===== src/rtl/ex_hazard_ctrl.sv =====
// rtl/ex_hazard_ctrl.sv - EX-centred hazard, forwarding and MDU sequencing control
// Optional perf counters (StallCnt, MDCnt) enabled by HAZ_PERF_CNT_EN.
module ex_hazard_ctrl #(
  parameter int MD_LAT = 32,
  parameter int CNT_W  = $clog2(MD_LAT + 1)
) (
  input  logic       clk,
  input  logic       reset,
  input  logic [4:0] Rs_D,
  input  logic [4:0] Rt_D,
  input  logic [4:0] Rs_E,
  input  logic [4:0] Rt_E,
  input  logic [4:0] WriteReg_E,
  input  logic [4:0] WriteReg_M,
  input  logic [4:0] WriteReg_W,
  input  logic       RegWrite_E,
  input  logic       RegWrite_M,
  input  logic       RegWrite_W,
  input  logic       MemtoReg_E,
  input  logic       MemtoReg_M,
  input  logic       Branch_D,
  input  logic       MDStart_E,
  input  logic       MDRead_D,
  output logic [1:0] ForwardA_E,
  output logic [1:0] ForwardB_E,
  output logic       ForwardA_D,
  output logic       ForwardB_D,
  output logic       Stall_F,
  output logic       Stall_D,
  output logic       Stall_E,
  output logic       Flush_E,
  output logic       MD_Go,
  output logic       MD_WriteHiLo,
`ifdef HAZ_PERF_CNT_EN
  output logic [31:0] StallCnt,
  output logic [31:0] MDCnt,
`endif
  output logic       MD_Busy
);

  typedef enum logic [1:0] {MD_IDLE, MD_RUN, MD_DONE} md_state_e;

  md_state_e        state_q, state_d;
  logic [CNT_W-1:0] cnt_q, cnt_d;
  logic             lwstall, brstall, hlstall, mdstall;

  // $0 is hardwired to zero, so it never creates a dependency.
  function automatic logic reg_hit(input logic [4:0] dst, input logic [4:0] src);
    return (dst != 5'd0) && (dst == src);
  endfunction

  always_comb begin
    ForwardA_E = 2'b00;
    ForwardB_E = 2'b00;
    if (RegWrite_M && reg_hit(WriteReg_M, Rs_E))      ForwardA_E = 2'b10;
    else if (RegWrite_W && reg_hit(WriteReg_W, Rs_E)) ForwardA_E = 2'b01;
    if (RegWrite_M && reg_hit(WriteReg_M, Rt_E))      ForwardB_E = 2'b10;
    else if (RegWrite_W && reg_hit(WriteReg_W, Rt_E)) ForwardB_E = 2'b01;
  end

  assign ForwardA_D = RegWrite_M && reg_hit(WriteReg_M, Rs_D);
  assign ForwardB_D = RegWrite_M && reg_hit(WriteReg_M, Rt_D);

  assign lwstall = MemtoReg_E && (reg_hit(WriteReg_E, Rs_D) || reg_hit(WriteReg_E, Rt_D));
  assign brstall = Branch_D &&
                   ((RegWrite_E && (reg_hit(WriteReg_E, Rs_D) || reg_hit(WriteReg_E, Rt_D))) ||
                    (MemtoReg_M && (reg_hit(WriteReg_M, Rs_D) || reg_hit(WriteReg_M, Rt_D))));
  assign hlstall = MDRead_D && ((state_q != MD_IDLE) || MDStart_E);
  assign mdstall = MDStart_E && (state_q != MD_IDLE);

  // A busy MDU freezes EX in place; other hazards insert a bubble into EX instead.
  always_comb begin
    Stall_F = 1'b0;
    Stall_D = 1'b0;
    Stall_E = 1'b0;
    Flush_E = 1'b0;
    if (mdstall) begin
      Stall_F = 1'b1;
      Stall_D = 1'b1;
      Stall_E = 1'b1;
    end else if (lwstall || brstall || hlstall) begin
      Stall_F = 1'b1;
      Stall_D = 1'b1;
      Flush_E = 1'b1;
    end
  end

  always_comb begin
    state_d      = state_q;
    cnt_d        = cnt_q;
    MD_Go        = 1'b0;
    MD_WriteHiLo = 1'b0;
    unique case (state_q)
      MD_IDLE: begin
        if (MDStart_E && !reset) begin
          MD_Go   = 1'b1;
          state_d = MD_RUN;
          cnt_d   = CNT_W'(MD_LAT - 1);
        end
      end
      MD_RUN: begin
        if (cnt_q == '0) state_d = MD_DONE;
        else             cnt_d   = cnt_q - CNT_W'(1);
      end
      MD_DONE: begin
        MD_WriteHiLo = 1'b1;
        state_d      = MD_IDLE;
      end
      default: state_d = MD_IDLE;
    endcase
  end

  assign MD_Busy = (state_q != MD_IDLE);

  always_ff @(posedge clk or posedge reset) begin
    if (reset) begin
      state_q <= MD_IDLE;
      cnt_q   <= '0;
    end else begin
      state_q <= state_d;
      cnt_q   <= cnt_d;
    end
  end

`ifdef HAZ_PERF_CNT_EN
  logic [31:0] stall_cnt_q, md_cnt_q;

  always_ff @(posedge clk or posedge reset) begin
    if (reset) begin
      stall_cnt_q <= '0;
      md_cnt_q    <= '0;
    end else begin
      if (Stall_D) stall_cnt_q <= stall_cnt_q + 32'd1;
      if (MD_Go)   md_cnt_q    <= md_cnt_q + 32'd1;
    end
  end

  assign StallCnt = stall_cnt_q;
  assign MDCnt    = md_cnt_q;
`endif

endmodule


===== config.mk =====
export PLATFORM = sky130hd
export DESIGN_NAME = ex_hazard_ctrl
export DESIGN_NICKNAME = d
export VERILOG_FILES = /design/src/rtl/ex_hazard_ctrl.sv
export SDC_FILE = /design/constraint.sdc
export NUM_CORES = 1
export LEC_CHECK = 0
export ABC_AREA = 1
export CAP_MARGIN = 20
export CORE_MARGIN = 2
export CORE_UTILIZATION = 37
export CTS_BUF_LIST = sky130_fd_sc_hd__clkbuf_16
export DETAILED_ROUTE_END_ITERATION = 10
export PLACE_DENSITY = 0.78
export SLEW_MARGIN = 25
export SYNTH_ARGS = -nofsm -noshare
export SYNTH_HDL_FRONTEND = slang
export SYNTH_SLANG_ARGS = --single-unit

===== constraint.sdc =====
create_clock -name clk -period 1.7 [get_ports clk]
set_clock_uncertainty 0.05 [all_clocks]
set_input_delay 0.425 -clock clk [delete_from_list [all_inputs] [get_ports clk]]
set_output_delay 0.425 -clock clk [all_outputs]
set_load 0.02 [all_outputs]

Word-level counts from Yosys, hierarchy flattened
Index checks and enable logic that the tools add are counted.
{ "word_totals": {"reg_bits": 8} }
{ "op_classes": {"addsub": 1, "eq_ne": 13, "muxes": 17, "reduce_logical": 37} }
{ "op_table": {"columns": ["cell", "count"], "rows": [
  ["== test 5 bit", 8],
  ["logical AND 1 bit", 21],
  ["nonzero test 5 bit", 3],
  ["2-to-1 mux 6 bit", 2],
  ["one-hot mux 6 bit (2 select lines)", 1],
  ["2-to-1 mux 1 bit", 9],
  ["2-to-1 mux 2 bit", 4],
  ["logical NOT 6 bit", 1],
  ["logical OR 1 bit", 6],
  ["!= test 2 bit, second input constant", 3],
  ["subtractor 6 x 1 -> 6 bit, second input constant", 1],
  ["one-hot mux 2 bit (2 select lines)", 1],
  ["nonzero test 2 bit", 2],
  ["AND reduction 3 bit", 1],
  ["== test 2 x 1 -> 1 bit, second input constant", 1],
  ["== test 2 bit, second input constant", 1],
  ["logical NOT 2 bit", 1],
  ["AND reduction 2 bit", 1],
  ["logical NOT 1 bit", 1]
]} }

Logic depth before layout (Yosys ltp)
Gate-level depths: netlist (run 1).
{ "depth": {"ltp_word": 10, "mapped_depth": 11, "ltp_nobuf": 11} }

Worst setup path after synthesis (run 1)
No wires, ideal clock.
{ "synth_path": {"path_kind": "input port to output port", "start": "in WriteReg_M[2]", "end": "out Stall_F", "arrival_time_ps": 1545, "slack_ps": -320, "path_stages": 10, "path_buffers": 2, "path_cell_list": "buf_2 > nor2_2 > nand3_2 > nand2_1 > inv_1 > nand3_1 > nand2_1 > nand2_1 > nand4_1 > buf_4"} }
{ "synth_between": {"elab_chain_len": 10} }
{ "synth_lines": {"columns": ["element", "line", "text"], "rows": [
  ["start: declaration", "14", "input logic [4:0] WriteReg_M,"],
  ["== test 5 bit or nonzero test 5 bit (tied branches)", "49", "return (dst != 5'd0) && (dst == src);"],
  ["logical AND 1 bit", "49", null],
  ["logical OR 1 bit (*)", "67", "(MemtoReg_M && (reg_hit(WriteReg_M, Rs_D) || reg_hit(WriteReg_M, Rt_D))));"],
  ["logical AND 1 bit (*)", "67", null],
  ["logical OR 1 bit (*)", "66", "((RegWrite_E && (reg_hit(WriteReg_E, Rs_D) || reg_hit(WriteReg_E, Rt_D))) ||"],
  ["logical AND 1 bit (*)", "65", "assign brstall = Branch_D &&"],
  ["logical OR 1 bit (*) (2 in series)", "81", "end else if (lwstall || brstall || hlstall) begin"],
  ["2-to-1 mux 1 bit (*) (2 in series)", null, null],
  ["end: declaration", "28", "output logic Stall_F,"]
]} }
Every way passes the cells marked *; elsewhere a longest branch is shown, timed or not.

Worst setup path after layout (run 1)
{ "layout_path": {"start": "in WriteReg_M[3]", "end": "out Stall_D"} }
{ "layout_between": {"elab_chain_len": 10} }
{ "layout_lines": {"columns": ["element", "line", "text"], "rows": [
  ["== test 5 bit or nonzero test 5 bit (tied branches)", "49", null],
  ["logical AND 1 bit", "49", null],
  ["logical OR 1 bit (*)", "67", null],
  ["logical AND 1 bit (*)", "67", null],
  ["logical OR 1 bit (*)", "66", null],
  ["logical AND 1 bit (*)", "65", null],
  ["logical OR 1 bit (*) (2 in series)", "81", null],
  ["2-to-1 mux 1 bit (*)", "81", null],
  ["2-to-1 mux 1 bit (*)", "77", "if (mdstall) begin"],
  ["end: declaration", "29", "output logic Stall_D,"]
]} }
Marks and branches as above.

==> results of run 1 <==
power breakdown:
group	internal (uW)	leakage (uW)	switching, uW
combinational	488	0.00105	565
sequential	280	0.0000953	69.9
clock	304	0.0000370	100
layout by cell type, fill, tap and decap left out, drive strengths merged:
master / netlist / final
xnor2: 8 / 8
nor2: 24 / 24
clkdlybuf4s50: 0 / 3
o211ai: 1 / 1
o2111ai: 2 / 2
xor2: 10 / 10
nand3: 13 / 13
o22ai: 2 / 2
buf: 2 / 59
clkdlybuf4s15: 0 / 5
clkinv: 0 / 1
o21ai: 5 / 5
nor4: 1 / 1
inv: 41 / 40
ha: 2 / 2
dlygate4sd2: 0 / 5
or2: 3 / 3
a22oi: 1 / 1
nand4: 6 / 6
dfrtp: 8 / 8
clkbuf: 0 / 10
nand2: 63 / 63
nor3: 4 / 4
a21oi: 4 / 4
o21bai: 1 / 1
o31ai: 1 / 1
routing by layer:
| metal | global-route usage, % | wire (um) | vias to the layer above |
|---|---|---|---|
| li1 | - | - | 796 |
| met1 | 27.6 | 1790 | 734 |
| met2 | 40.7 | 2300 | 47 |
| met3 | 3.41 | 196 | 11 |
| met4 | 9.01 | 114 | 0 |
| met5 | 0 | 0 | - |
repair_timing:
| item | in CTS | in global routing |
|---|---|---|
| pin swaps | 45 | 48 |
| endpoints found under the setup margin | 13 | 14 |
| setup buffers | 4 | 5 |
| gates resized for setup | 225 | 95 |
| hold buffers | 0 | 0 |
synth_stat cells, types with 2 or more instances:
master     instances  area share, %
inv_2             12            3.8
nor3_1             3            1.3
nand3_2            2            1.7
o2111ai_1          2            1.5
nand4_1            6            3.2
nand2_4            2            1.9
nor2_1            23            7.3
dfrtp_1            8             17
nand3_1           11            4.7
o22ai_1            2            1.1
o21ai_0            3            1.3
a21oi_1            4            1.7
xnor2_1            8            5.9
nand2_1           60             19
or2_1              2            1.1
inv_1             29            9.2
o21ai_1            2           0.85
ha_1               2            2.1
xor2_1            10            7.4
cell type report:
| cell class | instances | area, sq um |
|---|---|---|
| Fill cell | 225 | 734 |
| Tap cell | 44 | 55.1 |
| Clock buffer | 3 | 75.1 |
| Timing Repair Buffer | 79 | 718 |
| Multi-Input combinational cell | 151 | 1090 |
| Inverter | 41 | 179 |
| Sequential cell | 8 | 200 |
stage by stage:
stage / power, uW / area (sq um) / util (%) / TNS [ns]
2_1_floorplan: 874 / 1220 / - / -0.356
3_3_place_gp: 1220 / 1940 / 63.6 / -10.97
3_5_place_dp: 1230 / 1940 / 63.6 / -11.29
4_1_cts: 1670 / 2080 / 68.0 / -1.19
5_1_grt: 1950 / 2320 / 75.9 / -1.79
6_report: 1810 / 2320 / 75.9 / -1.34
sequential cells by signal, summed over array words and instances, names as in the netlist:
| register | count |
|---|---|
| cnt_q | 6 |
| state_q | 2 |
cells by family after synthesis:
group | synth area share (%)
flops | 16.9
buf+inv | 14.1
simple gates | 44.2
compound gates | 9.32
xor+xnor | 13.3
fa+ha+maj | 2.12
worst paths after layout:
kind / endpoint / slack, ns / depth (start not counted)
min in group asynchronous: cnt_q[3]$_DFFE_PP0P_ / 0.50 / 2
max in group asynchronous: state_q[1]$_DFFE_PP0P_ / 0.84 / 2
setup reg to reg: cnt_q[4]$_DFFE_PP0P_ / 0.12 / 10
setup / recovery: Stall_D / -0.23 / 10
hold reg to reg: cnt_q[5]$_DFFE_PP0P_ / 0.49 / 2
hold / removal: cnt_q[5]$_DFFE_PP0P_ / 0.49 / 2
worst max-delay path, cell delays in order:
cell     delay, ns
buf_12        0.12
nor2_4        0.14
nand3_4       0.10
inv_2         0.05
nor2_1        0.03
nand2_1       0.12
nand2_2       0.07
nand2_2       0.08
nand4_1       0.14
buf_6         0.18
==> impl_results.md, run 1 <==
* Actual transition at the worst max-transition pin at 0.355 ns
* Maximum fanout along the worst path at 6
* Violated checks: negative setup slack
* Hold Vio Cnt, Final at 0
* Area of the placeable core at 3050 sq um
* Congestion Overflow GR at 0
* Maximum root-to-sink buffer count at 2
* Placed insts at 317
* DRC at 0
* Maximum resistive drop on vdd at 0.748 mV
* Number of H-tree levels at 1
* Number of inserted diodes at 0
* Number of clock sinks at 8
* Root buffer cell: clkbuf_16
* Setup crit start kind: input pin
* First-pass GRT wire length at 6240 um
* Unrepaired setup endpoints after global routing: yes
* Run status: finished, violations left
* Achievable clock frequency at 518 MHz
* Post-route antenna net violation count at 0
* Total I/O pin count at 58
* Pin count of the biggest net entering global routing at 9
* Startpoint of the most critical hold path: cnt_q[5]$_DFFE_PP0P_
* Final max-slew violation count at 0
* Initial DRT Pass Iterations at 4
* Worst Hold Class: reg -> reg
* P&R area growth vs syn at 96.3%
* Start-to-end type of the worst setup path: in -> out
* Final Wtd Congestion at 0.894
* Post-route worst setup slack at -0.229 ns
* Clk Latency, worst-skew pair at 0.23 ns
* Total routed wirelength at 4400 um
* Worst setup timing slack at the placement stage at -1.11 ns
* Final Setup Violations at 9
* Width of the die at 60.5 um
* Synth Flop Type: dfrtp_1
* FF+latch count, synth at 8
* Sequential cell area fraction in the yosys report at 16.9%
* Port bufs at 57
* Capturing element type of the critical path: output port
* Post-Synthesis Cell Area at 1180 sq um
* Die footprint at 3660 sq um
* Clock buffers created by TritonCTS at 3
* CTS clock-pin slew for the worst setup and hold paths at 0.04 ns
* Post-DR vias/cell at 4.87
* Headroom to the max-slew limit at 76.3%
* Average footprint of a synthesized cell at 5.85 sq um
* Critical Path Source: WriteReg_M[3]
* Cell area power density at 779 nW/um^2
* Number of different library cells in the post-synthesis netlist at 30
* Static leakage at 0.00118 uW
* Die Ht at 60.5 um
* Worst-case hold slack at 0.487 ns
* Post-Layout Cell Count at 326
* Proportion of layout cells with a drive suffix above 1 at 50.7%
* Effective utilization at floorplan at 38.7%
* Worst Path Required at 1.22 ns
* DRT iter0 DRCs at 67
* Average routed wire per standard cell at 13.5 um
* Final critical delay including setup and external delays at 1.93 ns
* TritonCTS clock tree: done
* FF-to-FF Start: state_q[0]$_DFFE_PP0P_
* Max Cap Violations at 0
* Antenna violations before repair at 0
* Synthesized netlist cell count at 202
* Data arrival time at the worst-slack endpoint at 1.45 ns
* Total number of vias at 1588
* Row Count at 20
* Overall track demand over capacity in global routing at 22.8%
* Net count reported at finish at 331
* Post-DP HPWL at 2910 um
* Vias in the first global route at 1433
* Post-route fraction of the period consumed by the critical path at 113%
* Yosys warning total at 0
* Fraction of registers with async set/reset at 100%
* Net count after synthesis at 249
* Number of flops mapped to enable cells by yosys at 0
Note: power is estimated with default switching activity, not from simulation.
==> inputs of run 2 (changes only) <==
==> constraint.sdc (replaced) <==
create_clock -name clk -period 1.7 [get_ports clk]
set_clock_uncertainty 0.05 [all_clocks]
set_input_delay 0.17 -clock clk [delete_from_list [all_inputs] [get_ports clk]]
set_output_delay 0.17 -clock clk [all_outputs]
set_load 0.02 [all_outputs]
==> run 2 against run 1 <==
Effect of this change: the flow now finishes without violations; highest routed layer unchanged; largest power group unchanged; via count is 7.6% lower; core utilization decreased by 12 points; largest cell class unchanged; sequential power is essentially flat; global-route usage shrank 3.6 points; first-iteration DRC count down 9.0%; critical path depth down 4; final area fell by 15%; fmax grew 19%.
==> impl_results.md, run 2 (same netlist as run 1, synthesis figures left out) <==
* Run status: finished, final reports clean
* Final Wtd Congestion at 0.871 (-2.6%)
* DRC at 0 (unchanged)
* Post-DR vias/cell at 4.63 (-4.9%)
* Share of total power in sequential cells at 22.1% (+2.7 points)
* Switching power at 634 uW (-14%)
* Logic depth of the worst register-to-register path at 9 (-1)
* Clock buffers created by TritonCTS at 3 (unchanged)
* Worst R2R Setup Slack at 0.33 ns (+0.21 ns)
* Internal power consumption at 936 uW (-13%)
* Post-CTS Setup Repair Bufs at 0 (-4)
* Unrepaired setup endpoints after global routing: yes
* Initial DRT Pass Iterations at 4 (unchanged)
* Width of the die at 60.5 um (unchanged)
* Largest registers: cnt_q (6), state_q (2)
* Worst-case hold slack at 0.226 ns (-0.261 ns)
* Number of clock sinks at 8 (unchanged)
* Root buffer cell: clkbuf_16
* Post-Layout Cell Count at 317 (-2.8%)
* Area of the placeable core at 3050 sq um (unchanged)
* Headroom to the max-slew limit at 79.3% (+3.0 points)
* Hold Vio Cnt, Final at 0 (unchanged)
* Clk Latency, worst-skew pair at 0.23 ns (about the same)
* Final critical delay including setup and external delays at 1.63 ns (-0.304 ns)
* Start-to-end type of the worst setup path: in -> out
* DRT iter0 DRCs at 61 (-9.0%)
* First-pass GRT wire length at 5440 um (-13%)
* Vias in the first global route at 1330 (-7.2%)
* Capturing element type of the critical path: output port
* Achievable clock frequency at 615 MHz (+19%)
* Data arrival time at the worst-slack endpoint at 1.41 ns (-0.04 ns)
* Reg with most FFs: cnt_q
* Congestion Overflow GR at 0 (unchanged)
* Effective utilization at floorplan at 38.7% (unchanged)
* Commonest non-fill, non-tap cells in the layout: nand2_1, inv_1, clkdlybuf4s50_1
* Post-route cell area at 1960 sq um (-15%)
* CTS clock-pin slew for the worst setup and hold paths at 0.04 ns (about the same)
* Instance area at placement at 1890 sq um (-2.6%)
* Area of the multi-input gates at 832 sq um (-24%)
* Average routed wire per standard cell at 10.9 um (-19%)
* Row Count at 20 (unchanged)
* Number of H-tree levels at 1 (unchanged)
* Commonest non-fill, non-tap cell in the layout: nand2_1
* TritonCTS clock tree: done
* Die Ht at 60.5 um (unchanged)
* CP endpoint: ForwardA_E[0]
* Worst Hold Class: in -> async
* Maximum root-to-sink buffer count at 2 (unchanged)
* Proportion of layout cells with a drive suffix above 1 at 19.4% (-31 points)
* Overall track demand over capacity in global routing at 19.2% (-3.6 points)
* Final Setup Violations at 0 (-9)
* FF-to-FF Start: state_q[1]$_DFFE_PP0P_
* R2r endpoint: cnt_q[4]$_DFFE_PP0P_
* Maximum fanout along the worst path at 4 (-2)
* Final max-slew violation count at 0 (unchanged)
* Post-route fraction of the period consumed by the critical path at 95.6% (-18 points)
* Post-route antenna net violation count at 0 (unchanged)
* Port bufs at 57 (unchanged)
* Setup crit start kind: input pin
* Maximum resistive drop on vdd at 1.01 mV (+35%)
* Placed insts at 314 (-0.95%)
* Number of inserted diodes at 0 (unchanged)
* P&R area growth vs syn at 65.9%
* Net count reported at finish at 322 (-2.7%)
* Share of power burned in the clock network at 25.8% (+3.4 points)
* Max Cap Violations at 0 (unchanged)
* Post-DP HPWL at 2880 um (-1.3%)
* Total routed wirelength at 3470 um (-21%)
* Reg area at 200 sq um (unchanged)
* Net switching fraction of the power at 40.4% (-0.29 points)
* Static leakage at 0.00114 uW (-3.3%)
* Number of flip-flops in the largest register at 6 (unchanged)
* Total I/O pin count at 58 (unchanged)
* Pin count of the biggest net entering global routing at 9 (unchanged)
* Actual transition at the worst max-transition pin at 0.311 ns (-0.0448 ns)
* Worst Path Required at 1.48 ns (+0.26 ns)
* Die footprint at 3660 sq um (unchanged)
* Total number of vias at 1468 (-7.6%)
* Cell area power density at 802 nW/um^2 (+2.8%)
* Critical Path Source: WriteReg_W[1]
* Number of fillers in the final layout at 278 (+24%)
* Antenna violations before repair at 0 (unchanged)
* Power share of the combinational group at 52.2% (-6.1 points)
[run 2: critical path, cell delays in order]
cell	delay, ns
clkdlybuf4s50_1	0.54
o22ai_1	0.10
a21oi_1	0.14
nand3_1	0.10
nor3_1	0.17
buf_2	0.19
[run 2: power by group through the flow]
stage	registers, uW	clock network, uW	logic [uW]
2_1_floorplan	331	0	533
3_3_place_gp	343	0	820
3_5_place_dp	345	0	835
4_1_cts	344	407	825
5_1_grt	354	408	922
6_report	347	405	819
[run 2: what timing repair did]
action	in CTS	in global routing
pin swaps	0	6
gates cloned	0	0
setup endpoints to repair	10	8
hold buffers	0	0
gates resized for setup	62	17
[run 2: worst min-delay path by stage]
stage	endpoint	cells after the start
2_1_floorplan	cnt_q[0]$_DFFE_PP0P_	1
3_3_place_gp	cnt_q[2]$_DFFE_PP0P_	2
3_5_place_dp	cnt_q[2]$_DFFE_PP0P_	2
4_1_cts	state_q[0]$_DFFE_PP0P_	2
5_1_grt	state_q[0]$_DFFE_PP0P_	2
6_report	state_q[0]$_DFFE_PP0P_	2
[run 2: final cells by class]
| cell class | count | area share, % |
|---|---|---|
| timing repair buffer | 70 | 32.8 |
| sequential | 8 | 10.2 |
| clock buffer | 3 | 3.83 |
| multi-input combinational | 151 | 42.5 |
| inverter | 41 | 7.85 |
| tap | 44 | 2.81 |
[run 2: routing by layer]
metal / up-vias / GRT usage (%) / part of all wire [%] / routed length, um
li1: 769 / - / - / -
met1: 645 / 24.7 / 45 / 1570
met2: 47 / 34.5 / 48 / 1670
met3: 7 / 1.71 / 5.0 / 173
met4: 0 / 5.28 / 1.7 / 59
met5: - / 0 / 0 / 0
[run 2: through the flow]
stage / TNS, ns / util, % / total power, uW / setup WS, ns
global placement: -4.99 / 62.0 / 1160 / -0.602
global route: -0.0116 / 64.2 / 1680 / -0.00893
detailed placement: -5.05 / 62.0 / 1180 / -0.612
finish: 0 / 64.2 / 1570 / 0.0749
CTS: -0.00927 / 63.2 / 1580 / -0.00927
floorplan: 0 / - / 864 / 0.190
